[src/rtl/cpu_types_pkg.sv]
// Shared CPU-side types: RAM handshake state and memory arbiter FSM encoding.
package cpu_types_pkg;

  typedef enum logic [1:0] {
    FREE   = 2'd0,
    BUSY   = 2'd1,
    ACCESS = 2'd2,
    ERROR  = 2'd3
  } ramstate_t;

  typedef enum logic [1:0] {
    IDLE   = 2'd0,
    IGRANT = 2'd1,
    DGRANT = 2'd2
  } arb_state_t;

endpackage

[src/rtl/mem_arbiter.sv]
// Single-port RAM arbiter between instruction fetch and data access, data
// priority bounded by a starvation counter so fetches always make progress.
module mem_arbiter
  import cpu_types_pkg::*;
#(
  parameter int STARVE_MAX = 4
) (
  input  logic        CLK,
  input  logic        nRST,
  input  logic        iREN,
  input  logic [31:0] iaddr,
  output logic        ihit,
  output logic [31:0] iload,
  input  logic        dREN,
  input  logic        dWEN,
  input  logic [31:0] daddr,
  input  logic [31:0] dstore,
  output logic        dhit,
  output logic [31:0] dload,
  output logic        ramREN,
  output logic        ramWEN,
  output logic [31:0] ramaddr,
  output logic [31:0] ramstore,
  input  logic [31:0] ramload,
  input  ramstate_t   ramstate,
  output logic        memerr
);

  localparam int SW = (STARVE_MAX < 1) ? 1 : $clog2(STARVE_MAX + 1);
  localparam logic [SW-1:0] SMAX = SW'(STARVE_MAX);

  arb_state_t    state, nxt_state;
  logic [SW-1:0] scnt;
  logic          dreq;
  logic          set_err;

  assign dreq = dREN | dWEN;

  always_ff @(posedge CLK or negedge nRST) begin
    if (!nRST) state <= IDLE;
    else       state <= nxt_state;
  end

  // Outputs are zero in IDLE, so reset (which forces IDLE) zeroes them too.
  always_comb begin
    nxt_state = state;
    ramREN    = 1'b0;
    ramWEN    = 1'b0;
    ramaddr   = '0;
    ramstore  = '0;
    ihit      = 1'b0;
    dhit      = 1'b0;
    iload     = '0;
    dload     = '0;
    set_err   = 1'b0;
    case (state)
      IDLE: begin
        if (dreq && (!iREN || scnt < SMAX)) nxt_state = DGRANT;
        else if (iREN)                      nxt_state = IGRANT;
      end
      IGRANT: begin
        ramREN  = iREN;
        ramaddr = iaddr;
        if (!iREN) nxt_state = IDLE;
        else begin
          case (ramstate)
            ACCESS: begin
              ihit      = 1'b1;
              iload     = ramload;
              nxt_state = IDLE;
            end
            ERROR: begin
              set_err   = 1'b1;
              nxt_state = IDLE;
            end
            default: ;
          endcase
        end
      end
      DGRANT: begin
        ramWEN   = dWEN;
        ramREN   = dREN & ~dWEN;
        ramaddr  = daddr;
        ramstore = dstore;
        if (!dreq) nxt_state = IDLE;
        else begin
          case (ramstate)
            ACCESS: begin
              dhit      = 1'b1;
              dload     = ramload;
              nxt_state = IDLE;
            end
            ERROR: begin
              set_err   = 1'b1;
              nxt_state = IDLE;
            end
            default: ;
          endcase
        end
      end
      default: nxt_state = IDLE;
    endcase
  end

  // Counts data wins while a fetch is pending; any fetch completion or a
  // fetch that is no longer waiting restarts the window.
  always_ff @(posedge CLK or negedge nRST) begin
    if (!nRST)                          scnt <= '0;
    else if (!iREN || ihit)             scnt <= '0;
    else if (dhit && scnt != SMAX)      scnt <= scnt + 1'b1;
  end

  always_ff @(posedge CLK or negedge nRST) begin
    if (!nRST)        memerr <= 1'b0;
    else if (set_err) memerr <= 1'b1;
  end

endmodule
[config.mk]
export PLATFORM = sky130hd
export DESIGN_NAME = mem_arbiter
export DESIGN_NICKNAME = d
export VERILOG_FILES = /design/src/rtl/cpu_types_pkg.sv /design/src/rtl/mem_arbiter.sv
export SDC_FILE = /design/constraint.sdc
export NUM_CORES = 1
export LEC_CHECK = 0
export ABC_CLOCK_PERIOD_IN_PS = 3340
export CAP_MARGIN = 20
export CORE_AREA = 8 8 99 101
export CTS_CLUSTER_DIAMETER = 40
export DETAILED_ROUTE_END_ITERATION = 8
export DIE_AREA = 0 0 107 109
export PLACE_DENSITY = 0.82
export SYNTH_ARGS = -nofsm -noshare
export SYNTH_HDL_FRONTEND = slang
export SYNTH_SLANG_ARGS = --single-unit
[constraint.sdc]
create_clock -name CLK -period 3.34 [get_ports CLK]
set_input_delay 0.835 -clock CLK [delete_from_list [all_inputs] [get_ports CLK]]
set_output_delay 0.835 -clock CLK [all_outputs]
set_load 0.02 [all_outputs]
==> impl_metrics.csv <==
group,metric,value,unit
drt,vias,2730,
timing,worst_slew_pin_slew,0.352,ns
worst_setup_path,critPathKind,"input port to output port",
yosys,synth_area_leader_cell,"and2_1",
worst_setup_path,cp_top_family,"buffers and inverters",
layout,drive_above_1_share,5.02,%
yosys,synth_commonest_cells,"and2_1, nor2b_1, a22oi_1, and3_1, buf_2",
yosys,synthAdderAreaFrac,4.49,%
worst_setup_path,path_buf_inv,3,
yosys,ys_warn_count,0,
drt,drcViolationCount,0,
flow_run,max_cap_violations,0,
global_route,grt_overflow,0,
cts,cts_tree,"built",
global_route,grt_pass1_vias,2774,
worst_setup_path,slowest_delay,0.63,ns
placed_design,finalWeightedCongestion,0.797,
timing,fin_ws,0.0930,ns
drt,firstDrtPassIters,4,
placed_design,place_inst,603,
outcome,status,"complete, no violations",
pwr,vdd_drop_max,0.000347,V
yosys,synth_compound_area_share,21.5,%
yosys,yosys-mux-area-fraction,0,%
floorplanning,start_util,19.9,%
global_route,antenna_found_initial,2,
floorplanning,fp.coreArea,8380,um2
pwr,p_per_area,433,nW/um2
worst_setup_path,crit_fanout,33,
layout,final-seq-area,150,um2
timing,finalCritPeriodShare,97.2,%
layout,n_fill_cell,799,
yosys,synth_xor_xnor_area_share,0,%
floorplanning,std_cell_rows,34,
yosys,ys.flop_type,"dfrtp_1",
yosys,post_synth_instance_area,1670,um2
placed_design,pre_cts_ws,-0.126,ns
floorplanning,die_y,109,um
pwr,p_seq_share,5.0,%
cts,numCtsBuffers,3,
cts,cts.sinks,6,
worst_hold_path,hold_path.class,"flip-flop to flip-flop",
global_route,grt_usage,16.8,%
yosys,synth_edf_count,0,
cts,clk_pin_slew,0.04,ns
timing,max_freq,308,MHz
placed_design,portBuffers,267,
floorplanning,die-width,107,um
yosys,synth.most_common_cell,"and2_1",
yosys,synth_simple_gate_area_share,55.1,%
worst_setup_path,critPathLaunchType,"input port",
pwr,pwr-share-clk,5.9,%
cts,clock_latency,0.23,ns
timing,fin_skew,0.00584,ns
worst_setup_path,crit_slowest_cell,"clkdlybuf4s50_1",
global_route,grt_pass1_wl,15700,um
worst_setup_path,crit_required,2.50,ns
cts,clock_path_buffers,2,
cts,htreeDepth,1,
drt,vias_per_cell,4.49,
yosys,ys_top_cells_by_area,"and2_1, a22oi_1, nor2b_1",
timing,fin_setup_tns,0,ns
floorplanning,io_pins,268,
worst_setup_path,path_cells,"clkdlybuf4s50_1, nand2b_1, nor2_4, buf_12, clkdlybuf4s50_1",
yosys,synth.distinct_cells,29,
global_route,grt_start_max_net_pins,37,
pwr,p_int,0.00103,W
layout,multiInputGateArea,1370,um2
placed_design,dpl.hpwl,9300,um
drt,wl_per_cell,18.1,um
drt,final_antenna_net_count,0,
layout,instances_no_fill,608,
pwr,p_sw_share,47.5,%
yosys,synth_top_area_share,25.1,%
drt,routed_wl,11000,um
yosys,ys_seq_elements,6,
yosys,async_flop_share,100,%
pwr,p_comb_share,89.1,%
timing,rsz0062_at_grt,"false",
worst_setup_path,critPathCaptureType,"output port",
worst_setup_path,worst_ep_arrival_time,2.41,ns
yosys,synth_top_family_by_area,"simple AND/OR/NAND/NOR gates",
timing,slew-limit-headroom,76.5,%
timing,hold_violations,0,
worst_setup_path,crit_top_cell,"clkdlybuf4s50_1",
pwr,p_leak,2.35,nW
timing,setup_viol,0,
yosys,synth_cells,238,
drt,drt_iter0_markers,134,
layout,nets,641,
cts,post_cts_buffers,0,
timing,slew_viol_final,0,
floorplanning,die-area,11700,um2
cts,clock-root-buffer,"clkbuf_8",
pwr,p_switching,0.000931,W
layout,syn2layout_area_growth,171,%
timing,fin_crit,3.25,ns
yosys,avgSynthCellArea,7.02,um2
yosys,syn_nets,379,
yosys,yosysSeqAreaShare,8.98,%
==> per-stage QoR <==
stage               hold WS [ns]  power, W  util (%)  instance area [um2]
finish                     0.514   0.00196      54.0                 4520
global route               0.522   0.00208      54.0                 4520
CTS                        0.492   0.00198      53.3                 4470
detailed placement         0.484   0.00186      53.4                 4470
global placement           0.452   0.00184      53.4                 4470
floorplan                  0.531   0.00103         -                 1670
==> kinds of logic after synthesis <==
logic type | count (synthesis)
AOI/OAI and AO/OA | 48
adders and majority gates | 6
DFF | 6
and+or+nand+nor | 148
buffers and inverters | 30
==> power groups by stage <==
stage / combinational (W) / sequential, W / clock, W
finish: 0.00175 / 0.0000982 / 0.000115
detailed placement: 0.00176 / 0.0000986 / 0
global route: 0.00186 / 0.0000991 / 0.000121
CTS: 0.00176 / 0.0000976 / 0.000117
global placement: 0.00174 / 0.0000967 / 0
floorplan: 0.000927 / 0.000101 / 0
==> sequential cells by signal, indices dropped and copies added, names as in the netlist <==
signal and count:
memerr 1, scnt 3, state 2
==> layer usage <==
metal	wire (um)	GRT usage, %	share of wire [%]
met4	197	6.23	1.8
met5	0	0	0
met2	5890	31.3	54
met1	4080	17.8	37
met3	834	4.49	7.6
==> path summary, 6_finish.rpt <==
| path | startpoint | to | slack, ns | cells past startpoint |
|---|---|---|---|---|
| min reg2reg | memerr | memerr | 0.51 | 1 |
| max reg2reg | state[0] | scnt[2] | 1.50 | 6 |
| max | ramstate[0] | ihit | 0.09 | 5 |
| max in group asynchronous | nRST | state[0] | 2.26 | 1 |
| min | memerr | memerr | 0.51 | 1 |
| min in group asynchronous | nRST | memerr | 0.85 | 1 |
==> what timing repair did <==
action | in CTS | in global routing
pin swaps | 0 | 0
endpoints found under the setup margin | 56 | 44
hold buffers | 0 | 0
resized for setup | 47 | 21
==> layout make-up <==
type | count | share of cell area (%)
timing repair buffer | 282 | 62.1
multi-input combinational | 202 | 30.2
sequential | 6 | 3.32
tap | 108 | 2.99
clock buffer | 3 | 0.913
inverter | 5 | 0.415
antenna | 2 | 0.111
==> placed cells by master, fill, tap and decap left out, drive strengths merged <==
| master | synthesis | final |
|---|---|---|
| a221oi | 1 | 1 |
| nor2b | 35 | 35 |
| dlygate4sd2 | 0 | 45 |
| a22oi | 32 | 32 |
| and3 | 32 | 32 |
| o22ai | 1 | 1 |
| inv | 5 | 5 |
| nor2 | 4 | 4 |
| ha | 6 | 6 |
| a311oi | 1 | 1 |
| nand2b | 1 | 1 |
| and4bb | 1 | 1 |
| dfrtp | 6 | 6 |
| o211ai | 1 | 1 |
| dlymetal6s2s | 0 | 20 |
| a31oi | 1 | 1 |
| clkdlybuf4s50 | 0 | 202 |
| nand2 | 5 | 5 |
| nand4 | 2 | 2 |
| diode | 0 | 2 |
| a21oi | 2 | 2 |
| o21ai | 5 | 5 |
| o31ai | 2 | 2 |
| o21a | 1 | 1 |
| clkbuf | 3 | 3 |
| a41o | 1 | 1 |
| and2 | 67 | 67 |
| and2b | 1 | 1 |
| buf | 22 | 15 |
(Power assumes the default switching activity.)
